`config.mk`:
```
export PLATFORM = sky130hd
export DESIGN_NAME = wb_write_arbiter
export DESIGN_NICKNAME = d
export VERILOG_FILES = /design/src/rtl/wb_write_arbiter.sv
export SDC_FILE = /design/constraint.sdc
export NUM_CORES = 1
export LEC_CHECK = 0
export CAP_MARGIN = 0
export CORE_ASPECT_RATIO = 1.1
export CORE_UTILIZATION = 63
export CTS_CLUSTER_SIZE = 16
export DETAILED_ROUTE_END_ITERATION = 8
export DONT_BUFFER_PORTS = 1
export GPL_TIMING_DRIVEN = 0
export PLACE_DENSITY_LB_ADDON = 0.3
export RECOVER_POWER = 25
export SLEW_MARGIN = 10
export SYNTH_ARGS = -nofsm -noshare
export SYNTH_HDL_FRONTEND = slang
export SYNTH_SLANG_ARGS = --single-unit
export TNS_END_PERCENT = 10
```
`constraint.sdc`:
```
create_clock -name clk -period 4.07 [get_ports clk]
set_input_delay 1.0175 -clock clk [delete_from_list [all_inputs] [get_ports clk]]
set_output_delay 1.0175 -clock clk [all_outputs]
set_load 0.005 [all_outputs]
```
`src/rtl/wb_write_arbiter.sv`:
```
// Write-back arbiter for the integer register file's single write port.
// Single-cycle ALU results take priority. Long-latency results (load/mul/div)
// wait in a small circular FIFO. pending_mask tells issue logic which
// registers still have a queued write.
// Optional build macro: WB_PERF_CNT_EN adds the perf_stall_cnt/perf_full_cnt
// saturating counters.
//
// state | meaning
// ------+----------------------------------------------------------------
// (none)| no explicit FSM; the state is the FIFO occupancy and the starvation counter
module wb_write_arbiter #(
  parameter int DEPTH        = 4,
  parameter int STARVE_LIMIT = 8
) (
  input  logic        clk,
  input  logic        rst_n,
  input  logic        a_valid,
  input  logic [4:0]  a_rd,
  input  logic [31:0] a_data,
  input  logic        l_valid,
  output logic        l_ready,
  input  logic [4:0]  l_rd,
  input  logic [31:0] l_data,
  output logic        we3,
  output logic [4:0]  rd,
  output logic [31:0] wd3,
  output logic [31:0] pending_mask,
  output logic        a_stall
`ifdef WB_PERF_CNT_EN
  ,
  output logic [31:0] perf_stall_cnt,
  output logic [31:0] perf_full_cnt
`endif
);

  localparam int PW = (DEPTH > 1) ? $clog2(DEPTH) : 1;
  localparam int CW = PW + 1;
  localparam int SW = $clog2(STARVE_LIMIT) + 1;
  localparam logic [SW-1:0] STARVE_TOP = SW'(STARVE_LIMIT - 1);

  logic [4:0]    mem_rd_q   [DEPTH];
  logic [31:0]   mem_data_q [DEPTH];
  logic [PW-1:0] rd_ptr_q, rd_ptr_d;
  logic [PW-1:0] wr_ptr_q, wr_ptr_d;
  logic [CW-1:0] count_q, count_d;
  logic [SW-1:0] starve_q, starve_d;
  logic          a_stall_q, a_stall_d;
  logic          we3_q, we3_d;
  logic [4:0]    rd_q, rd_d;
  logic [31:0]   wd3_q, wd3_d;

  logic          fifo_empty, fifo_full;
  logic          sel_a, pop, push, store, blocking;
  logic [31:0]   mask_c;
  logic [PW-1:0] off_c;

  assign fifo_empty = (count_q == '0);
  assign fifo_full  = (count_q == CW'(DEPTH));
  // A full FIFO refuses pushes even when it pops this cycle (pre-pop count).
  assign l_ready    = rst_n & ~fifo_full;

  // An A write always wins, even during a_stall (a protocol violation upstream).
  assign sel_a    = a_valid && (a_rd != 5'd0);
  assign pop      = !sel_a && !fifo_empty;
  assign push     = l_valid && l_ready;
  // Pushes to x0 are acknowledged but never stored.
  assign store    = push && (l_rd != 5'd0);
  assign blocking = sel_a && !fifo_empty;

  // Next-state for pointers, occupancy, starvation and the write port.
  always_comb begin
    rd_ptr_d  = rd_ptr_q;
    wr_ptr_d  = wr_ptr_q;
    count_d   = count_q;
    starve_d  = starve_q;
    a_stall_d = 1'b0;
    we3_d     = 1'b0;
    rd_d      = rd_q;
    wd3_d     = wd3_q;

    if (store) wr_ptr_d = wr_ptr_q + 1'b1;
    if (pop)   rd_ptr_d = rd_ptr_q + 1'b1;
    count_d = count_q + CW'(store) - CW'(pop);

    if (sel_a) begin
      we3_d = 1'b1;
      rd_d  = a_rd;
      wd3_d = a_data;
    end else if (pop) begin
      we3_d = 1'b1;
      rd_d  = mem_rd_q[rd_ptr_q];
      wd3_d = mem_data_q[rd_ptr_q];
    end

    // The counter saturates so a violating A write during a_stall keeps the stall asserted.
    if (pop) begin
      starve_d = '0;
    end else if (blocking) begin
      if (starve_q == STARVE_TOP) a_stall_d = 1'b1;
      else                        starve_d  = starve_q + 1'b1;
    end
  end

  // State registers with asynchronous reset.
  always_ff @(posedge clk or negedge rst_n) begin
    if (!rst_n) begin
      rd_ptr_q  <= '0;
      wr_ptr_q  <= '0;
      count_q   <= '0;
      starve_q  <= '0;
      a_stall_q <= 1'b0;
      we3_q     <= 1'b0;
      rd_q      <= 5'd0;
      wd3_q     <= 32'd0;
    end else begin
      rd_ptr_q  <= rd_ptr_d;
      wr_ptr_q  <= wr_ptr_d;
      count_q   <= count_d;
      starve_q  <= starve_d;
      a_stall_q <= a_stall_d;
      we3_q     <= we3_d;
      rd_q      <= rd_d;
      wd3_q     <= wd3_d;
    end
  end

  // FIFO storage. It is not reset because only slots inside the occupancy window are read.
  always_ff @(posedge clk) begin
    if (store) begin
      mem_rd_q[wr_ptr_q]   <= l_rd;
      mem_data_q[wr_ptr_q] <= l_data;
    end
  end

  // OR together the one-hot destinations of every occupied slot.
  always_comb begin
    mask_c = 32'd0;
    off_c  = '0;
    for (int i = 0; i < DEPTH; i++) begin
      off_c = PW'(i) - rd_ptr_q;
      if ({1'b0, off_c} < count_q) mask_c[mem_rd_q[i]] = 1'b1;
    end
    mask_c[0] = 1'b0;
  end

  assign pending_mask = mask_c;
  assign we3          = we3_q;
  assign rd           = rd_q;
  assign wd3          = wd3_q;
  assign a_stall      = a_stall_q;

`ifdef WB_PERF_CNT_EN
  logic [31:0] perf_stall_q, perf_full_q;

  // Saturating event counters.
  always_ff @(posedge clk or negedge rst_n) begin
    if (!rst_n) begin
      perf_stall_q <= 32'd0;
      perf_full_q  <= 32'd0;
    end else begin
      if (a_stall_q && (perf_stall_q != 32'hFFFF_FFFF))
        perf_stall_q <= perf_stall_q + 32'd1;
      if (l_valid && !l_ready && (perf_full_q != 32'hFFFF_FFFF))
        perf_full_q <= perf_full_q + 32'd1;
    end
  end

  assign perf_stall_cnt = perf_stall_q;
  assign perf_full_cnt  = perf_full_q;
`endif

endmodule
```
== After elaboration in Yosys (flattened, before gate mapping) ==
Memory sizes are Yosys's and may differ from the RTL's.
Cells that the tools add are included.

* $add $sub $neg: 9
* Magnitude comparators: 12
* Equal/unequal tests: 3
* Mux-type cells: 26
* Bitwise gates (word level): 5
* Reduce and logical (&&, ||, !) cells: 17

{| class="wikitable"
|+ Operators by type and width
! operator !! number
|-
| 32-bit 2-to-1 mux || 6
|-
| 32-bit OR || 3
|-
| 5-bit by 6-bit < comparator with 1-bit output, second input constant || 4
|-
| 1-bit demux with 5-bit select || 4
|-
| 5-bit by 1-bit greater-or-equal comparator with 1-bit output, second input constant || 4
|-
| 2-bit by 3-bit < comparator with 1-bit output || 4
|-
| 4-bit 2-to-1 mux || 3
|-
| 1-bit 2-to-1 mux || 11
|-
| 5-bit 2-to-1 mux || 2
|-
| 5-bit nonzero test || 2
|-
| 1-bit logical AND || 9
|-
| 2-bit by 1-bit adder with 2-bit output, second input constant || 2
|-
| 4-bit by 1-bit adder with 4-bit output, second input constant || 1
|-
| 4-bit by 3-bit equality test with 1-bit output, second input constant || 1
|-
| 2-bit nonzero test || 2
|-
| 1-bit by 2-bit subtractor with 2-bit output, first input constant || 2
|-
| 2-bit subtractor, first input constant || 2
|-
| 3-bit by 1-bit adder with 3-bit output || 1
|-
| 3-bit equality test, second input constant || 1
|-
| 3-bit zero test || 1
|-
| 3-bit by 1-bit subtractor with 3-bit output || 1
|-
| 1-bit zero test || 2
|-
| 2-bit inequality test, second input constant || 1
|-
| 2-bit AND reduction || 1
|-
| 2 further kinds || 2
|}

* Register bits: 50
* Bits in writable memories: 148
* Output and inout bits: 72
* Memories kept: 2

{| class="wikitable"
|+ Memories
! memory !! words !! width !! rd ports !! clocked after Yosys merged registers in !! wr ports !! RTL line !! RTL
|-
| mem_data_q || 4 || 32 || 1 || 0 || 1 || 42 || <nowiki>logic [31:0] mem_data_q [DEPTH];</nowiki>
|-
| mem_rd_q || 4 || 5 || 5 || 0 || 1 || 41 || <nowiki>logic [4:0] mem_rd_q [DEPTH];</nowiki>
|}

== Depth between registers and ports, before layout ==
Gate-level depths: netlist (run 1).
An unclocked memory read counts as a cell.

* Depth after elaboration: 12
* Gate-level depth with buffers: 9
* Depth with buffers taken out: 9

== Worst setup path before layout (run 1) ==
No wires, ideal clock.

* Path kind: reg2out
* Start: register rd_ptr_q[1]
* End: output port pending_mask[22]
* Data arrival time: 2.214 ns
* Slack: 0.838 ns
* Stages on the path, launching flop included: 9
* Path buffers: 1
* Cell sequence: dfrtp_1 -> buf_1 -> xor2_1 -> inv_1 -> ha_1 -> nor2b_1 -> a2111oi_4 -> a22oi_1 -> o211ai_1

* Cells in the longest elaborated chain, start to end: 9
* Elaborated cells on any way between the ends: 15
* Classes of those cells: add/sub (4); order compare (4); mux (4); bitwise (3)

{| class="wikitable"
|+ Ends and longest elaborated chain
! item !! RTL line !! RTL
|-
| start: declaration || 43 || <nowiki>logic [PW-1:0] rd_ptr_q, rd_ptr_d;</nowiki>
|-
| start signal: assignment || 116 || <nowiki>rd_ptr_q <= rd_ptr_d;</nowiki>
|-
| 1-bit by 2-bit subtractor with 2-bit output || 140 || <nowiki>off_c = PW'(i) - rd_ptr_q;</nowiki>
|-
| 2-bit by 3-bit < comparator with 1-bit output || 141 || <nowiki>if ({1'b0, off_c} < count_q) mask_c[mem_rd_q[i]] = 1'b1;</nowiki>
|-
| 32-bit 2-to-1 mux || 141 ||
|-
| 32-bit OR (no line) || - ||
|-
| 32-bit 2-to-1 mux || 141 ||
|-
| 32-bit OR (no line) || - ||
|-
| 32-bit 2-to-1 mux || 141 ||
|-
| 32-bit OR (no line) || - ||
|-
| 32-bit 2-to-1 mux (*) || 141 ||
|-
| end: declaration || 27 || <nowiki>output logic [31:0] pending_mask,</nowiki>
|}

Mark *: on every way between the ends. The rest lies on a longest branch, timed or not.

== Final worst setup path (run 1) ==
* Start: register rd_ptr_q[0]
* End: output port pending_mask[8]

Same word-level chain as after synthesis.

==> summary.txt, run 1 <==
Logic synthesis
  – Number of synthesized flops with an enable pin: 148
  – Synth top area cells: edfxtp_1 (49%), dfrtp_1 (14%), mux4_2 (9.2%)
  – Post-synthesis net count: 745
  – Area leader, netlist: edfxtp_1
  – Top-count cell post-synth: edfxtp_1
  – Distinct cell type count after synthesis: 55
  – Post-Syn Area: 0.00905 sq mm
  – Async SR Flop Fraction: 25.3%
  – Syn avg cell area: 13.8 sq um
  – Seq/Total Area, Yosys: 62.9%
  – Ys flop type: edfxtp_1
  – Post-synth top cells: edfxtp_1 (148), nand2_1 (88), dfrtp_1 (50), nor2_1 (47), mux4_2 (37)
  – Post-synthesis cell count: 655
  – Top-area cell type share of the netlist area: 49.1%
  – #FFs+latches synth: 198
  – Yosys warning count: 0

STA
  – Final Critical Period: 3.98 ns
  – Part of the cycle the worst path needs: 97.8%
  – Worst slew pin tran: 0.741 ns
  – Setup TNS: 0 ns
  – Clock Skew: 0.0115 ns
  – Slew Limit Fails: 0
  – Max-slew headroom: 50.6%
  – RSZ-0062 raised after global routing: yes
  – Max Fclk: 251 MHz
  – Final hold violation count: 0
  – Final setup viols: 0

Clock tree
  – Clock Path Buffers: 2
  – Clock transition at path regs: 0.07 ns
  – CTS tree: built
  – CTS Hold Buffers Added: 0
  – H-tree depth: 4
  – Root Buffer: clkbuf_16
  – CTS Sinks: 198
  – CTS buffer count: 17
  – Clk_lat worst skew: 0.44 ns

Power
  – P per Cell Area: 659 mW/mm^2
  – Worst VDD drop: 464 uV
  – Leak: 3.53 nW

Status
  – Outcome: complete, no violations

GRT
  – GRT overflow: 0
  – Pin count of the biggest net entering global routing: 52
  – Vias in the first global route: 6208
  – Initial antenna violation count: 0
  – First-pass GRT wire length: 36200 um
  – Overall Global Routing Usage: 34.4%

Route
  – WL final: 24100 um
  – Via count: 6130
  – Iteration-0 DRC Markers: 670
  – Vias/cell: 6.97
  – Wire length per cell: 27.4 um
  – Final antenna-violating net count: 0
  – DR pass1 iterations: 7
  – DRC viols: 0

Setup path
  – Reg2reg start: count_q[2]
  – Critical Path RT: 3.05 ns
  – Reg2Reg Depth: 9
  – Critical path launch point type: flop
  – Critical Path AT: 2.96 ns
  – Reg-to-reg endpoint: count_q[2]
  – CP Max Fanout: 10
  – R2r setup slk: 1.39 ns
  – Crit. End Element: output pin
  – WS Path Type: flop to output pin

Flow run
  – Max_cap viols: 0

Place
  – GP Congestion: 0.963
  – Area post-placement: 0.00940 sq mm
  – Port Buffer Count: 0
  – Hpwl dp: 16600 um

Layout
  – N_diodes: 0
  – Fraction of layout cells with a size suffix above 1: 17.5%
  – Area Overhead vs Synth: 10.7%
  – Final Instance Area: 0.0100 sq mm
  – Fin nets: 769

Die
  – Die area: 0.0149 sq mm
  – Chip width: 116 um
  – Die H: 128 um
  – CORE AREA: 0.0139 sq mm
  – Initial Utilization: 65.1%
  – # rows: 45
  – IO Count: 150

Min path
  – Hold/Removal Path Class: input pin to asynchronous set/reset pin
[worst max path at each step]
stage / depth (start not counted) / startpoint / end / slack (ns)
finish: 8 / rd_ptr_q[0] / pending_mask[8] / 0.09
global route: 8 / rd_ptr_q[0] / pending_mask[8] / -0.02
global placement: 8 / rd_ptr_q[1] / pending_mask[21] / 0.09
floorplan: 8 / rd_ptr_q[1] / pending_mask[22] / 0.84
CTS: 9 / rd_ptr_q[0] / pending_mask[4] / 0.06
detailed placement: 8 / rd_ptr_q[1] / pending_mask[21] / 0.17
[power by group]
group / switching (mW) / leakage (nW) / internal (mW)
logic: 1.29 / 1.33 / 0.888
clock network: 0.769 / 0.281 / 0.881
registers: 0.246 / 1.92 / 2.53
total: 2.31 / 3.53 / 4.30
[layout make-up]
class / count / area [sq um]
Inverter: 13 / 48.8
Tap cell: 188 / 235
Buffer: 37 / 180
Sequential cell: 198 / 5700
Clock inverter: 13 / 139
Fill cell: 853 / 3880
Multi-Input combinational cell: 407 / 3170
Clock buffer: 19 / 443
Timing Repair Buffer: 5 / 110
[cell families after synthesis]
| logic type | share of synthesized area (%) |
|---|---|
| and+or+nand+nor | 12.1 |
| other | 0.0414 |
| adders and majority gates | 1.74 |
| DFF | 62.9 |
| buffers and inverters | 2.49 |
| xor gates and xnor gates | 0.581 |
| muxes | 9.45 |
| AOI/OAI and AO/OA | 10.7 |
[routing by layer]
metal / global-route usage [%] / vias up / part of all wire [%]
li1: - / 2589 / -
met1: 43.0 / 3082 / 37
met2: 55.5 / 389 / 50
met3: 10.3 / 70 / 9.9
met4: 15.6 / 0 / 3.4
met5: 0 / - / 0
[critical path, stage by stage, from the launching register on]
cell and delay, ns:
dfrtp_1 0.33, buf_2 0.20, buf_4 0.26, xor2_1 0.23, ha_1 0.30, and2b_1 0.20
a2111oi_2 0.69, a22oi_1 0.16, o211ai_1 0.15
[timing repair]
item                       4_1_cts  5_1_grt
buffers inserted                 0        1
pin swaps                        1        2
gates resized for setup          6        3
gates cloned                     0        0
setup endpoints to repair       31       14
[layout by cell type (no fill, tap or decap), types with 4 or more instances in the layout]
cell type and count:
a22oi_1 13, buf_4 8, clkbuf_16 17, and3_1 4, a31oi_1 35, nand2b_1 12
mux4_2 37, inv_1 13, or4_1 4, o22ai_1 16, nand2_1 88, a211o_1 9
clkbuf_1 15, nand3b_1 5, o221ai_1 6, buf_2 12, nor2_1 47, o2111ai_2 4
and2_2 4, nor2b_1 10, ha_1 11, dfrtp_1 50, edfxtp_1 148, a221o_1 8
o211ai_1 5, and2_1 6, nand3_1 16, or2_2 4, buf_1 4, a2111oi_2 4
nor3_1 9
[flip-flops by register name (all words and copies together), names as in the netlist]
signal / cells
mem_data_q: 128
wd3: 32
mem_rd_q: 20
rd: 5
starve_q: 4
count_q: 3
rd_ptr_q: 2
wr_ptr_q: 2
a_stall: 1
we3: 1
[metrics by stage]
| stage | setup WS [ns] | utilization (%) | instances | hold WS, ns | power [mW] |
|---|---|---|---|---|---|
| floorplan | 0.838 | - | 655 | 0.485 | 4.28 |
| global placement | 0.0949 | 66.8 | 843 | 0.506 | 4.77 |
| detailed placement | 0.165 | 67.6 | 847 | 0.529 | 4.91 |
| CTS | 0.0587 | 71.9 | 879 | 0.260 | 6.59 |
| global route | -0.0165 | 72.1 | 880 | 0.255 | 6.89 |
| finish | 0.0906 | 72.1 | 880 | 0.273 | 6.61 |
No activity file was read; power rests on OpenSTA's default activity.
==> inputs of run 2 (changes only) <==
==> constraint.sdc (replaced) <==
create_clock -name clk -period 5.2 [get_ports clk]
set_input_delay 1.3 -clock clk [delete_from_list [all_inputs] [get_ports clk]]
set_output_delay 1.3 -clock clk [all_outputs]
set_load 0.005 [all_outputs]
==> summary.txt, run 2 (synthesis results as in run 1) <==
Status
  – Outcome: complete, no violations

Layout
  – Fin nets: 768 (-0.13%)
  – N_diodes: 0 (unchanged)
  – Fraction of layout cells with a size suffix above 1: 16.2% (-1.3 points)
  – Max FFs per register: 128 (unchanged)
  – Area Overhead vs Synth: 10.2%
  – Final Instance Area: 0.00998 sq mm (-0.47%)
  – Largest Register: mem_data_q
  – Final Util: 71.7% (-0.34 points)
  – Layout Cells excl Fill: 879 (-0.11%)
  – Leading cell types in the layout, fill and taps excluded: edfxtp_1 (148), nand2_1 (88), dfrtp_1 (50)
  – Most common cell after layout, fill and taps aside: edfxtp_1

Power
  – Worst VDD drop: 363 uV (-22%)
  – P per Cell Area: 516 mW/mm^2 (-22%)
  – Total Power: 5.15 mW (-22%)
  – Leak: 3.52 nW (-0.47%)

Setup path
  – Critical path launch point type: flop
  – CP max stage delay: 0.66 ns (-0.03 ns)
  – R2r setup slk: 2.54 ns (+1.15 ns)
  – WS Path Type: flop to output pin
  – Cells along the critical path: buf_1, xor2_1, inv_1, ha_1, nand2b_1, o2111ai_1, o22ai_1, a221o_1
  – CP Max Fanout: 10 (unchanged)
  – Critical Path AT: 3.41 ns (+0.45 ns)
  – Crit path max-delay cell type: o2111ai_1
  – Crit. End Element: output pin
  – Critical Path RT: 3.90 ns (+0.85 ns)

STA
  – Clock Skew: 0.0119 ns (+0.000413 ns)
  – Slew Limit Fails: 0 (unchanged)
  – Max-slew headroom: 42.3% (-8.3 points)
  – Worst slew pin tran: 0.864 ns (+0.123 ns)
  – Final setup viols: 0 (unchanged)
  – Setup TNS: 0 ns (unchanged)
  – Part of the cycle the worst path needs: 90.6%
  – Max Fclk: 212 MHz
  – Final hold violation count: 0 (unchanged)
  – Final Critical Period: 4.71 ns
  – RSZ-0062 raised after global routing: no

GRT
  – Overall Global Routing Usage: 34.4% (about the same)
  – First-pass GRT wire length: 36200 um (about the same)
  – Vias in the first global route: 6222 (+0.23%)
  – Initial antenna violation count: 0 (unchanged)
  – Pin count of the biggest net entering global routing: 52 (unchanged)
  – GRT overflow: 0 (unchanged)

Die
  – Die area: 0.0149 sq mm (unchanged)
  – Chip width: 116 um (unchanged)
  – # rows: 45 (unchanged)
  – Initial Utilization: 65.1% (unchanged)
  – IO Count: 150 (unchanged)
  – Die H: 128 um (unchanged)
  – CORE AREA: 0.0139 sq mm (unchanged)

Route
  – DR pass1 iterations: 5 (-2)
  – Final antenna-violating net count: 0 (unchanged)
  – DRC viols: 0 (unchanged)
  – WL final: 24100 um (about the same)
  – Iteration-0 DRC Markers: 626 (-6.6%)
  – Via count: 6113 (-0.28%)
  – Vias/cell: 6.95 (-0.16%)
  – Wire length per cell: 27.4 um (+0.21%)

Clock tree
  – CTS Hold Buffers Added: 0 (unchanged)
  – CTS buffer count: 17 (unchanged)
  – CTS Sinks: 198 (unchanged)
  – Post_cts resized: 0 (-6)
  – Clock transition at path regs: 0.08 ns (about the same)
  – H-tree depth: 4 (unchanged)
  – Clock Path Buffers: 2 (unchanged)
  – Root Buffer: clkbuf_16
  – Post-CTS setup buffers: 0 (unchanged)
  – CTS tree: built
  – Clk_lat worst skew: 0.44 ns (about the same)

Place
  – Hpwl dp: 16600 um (unchanged)
  – Area post-placement: 0.00940 sq mm (unchanged)
  – Port Buffer Count: 0 (unchanged)
  – # placed instances: 847 (unchanged)
  – GP Congestion: 0.963 (unchanged)

Min path
  – Hold/Removal Path Class: input pin to asynchronous set/reset pin

Flow run
  – Max_cap viols: 0 (unchanged)
## run 2: changes by cell type in the layout (fill, tap and decap cells not counted), moves of 2 or more
cell and change:
nor2b_1 +2, buf_4 -2, nor2b_2 -2, o2111ai_2 -4, o2111ai_1 +4
## run 2: critical path: cells and delay by family (launching register included)
| kind | cells | cell delay (ns) |
|---|---|---|
| flops | 1 | 0.46 |
| fa+ha+maj | 1 | 0.30 |
| simple gates | 1 | 0.09 |
| buf+inv | 2 | 0.61 |
| xor+xnor | 1 | 0.26 |
| compound gates | 3 | 1.24 |
## run 2: where the power goes
| group | switching (mW) | internal, mW | total (mW) |
|---|---|---|---|
| logic | 0.997 | 0.679 | 1.68 |
| registers | 0.192 | 1.98 | 2.17 |
| clock network | 0.605 | 0.690 | 1.30 |
## run 2: cell type report
class	instances	area, sq um
clock buffers	19	443
plain buffers	37	176
fillers	862	3930
well taps	188	235
flip-flops and latches	198	5700
repair buffers	4	103
clock inverters	13	139
multi-input cells	407	3140
inverters	13	48.8
## run 2: metrics by stage
step / hold WS (ns) / setup WS (ns)
after floorplan: 0.485 / 1.69
after global placement: 0.506 / 0.942
after detailed placement: 0.529 / 1.01
after CTS: 0.542 / 0.540
after global routing: 0.538 / 0.359
final: 0.545 / 0.489
## run 2: routing by layer
layer / track usage [%] / up-vias / wire (um)
li1: - / 2584 / -
met1: 42.9 / 3076 / 8860
met2: 55.5 / 384 / 12200
met3: 10.4 / 69 / 2330
met4: 15.6 / 0 / 770
met5: 0 / - / 0
## run 2: worst paths after layout
check	start	end	depth (start not counted)
worst max-delay path	rd_ptr_q[1]	pending_mask[21]	8
worst min-delay path	rst_n	rd[4]	0
worst max register to register	count_q[2]	count_q[2]	9
worst min register to register	rd[1]	rd[1]	2
max in group asynchronous	rst_n	wd3[18]	0
min in group clk	rd[1]	rd[1]	2
==> inputs of run 3 (changes only) <==
--- a/config.mk
+++ b/config.mk
@@ -5,10 +5,9 @@
 export SDC_FILE = /design/constraint.sdc
 export NUM_CORES = 1
 export LEC_CHECK = 0
-export CAP_MARGIN = 0
 export CORE_ASPECT_RATIO = 1.1
 export CORE_UTILIZATION = 63
-export CTS_CLUSTER_SIZE = 16
+export CTS_CLUSTER_SIZE = 8
 export DETAILED_ROUTE_END_ITERATION = 8
 export DONT_BUFFER_PORTS = 1
 export GPL_TIMING_DRIVEN = 0
==> results of run 3 <==
The final DEF is identical to that of run 2; final timing and power are the same.
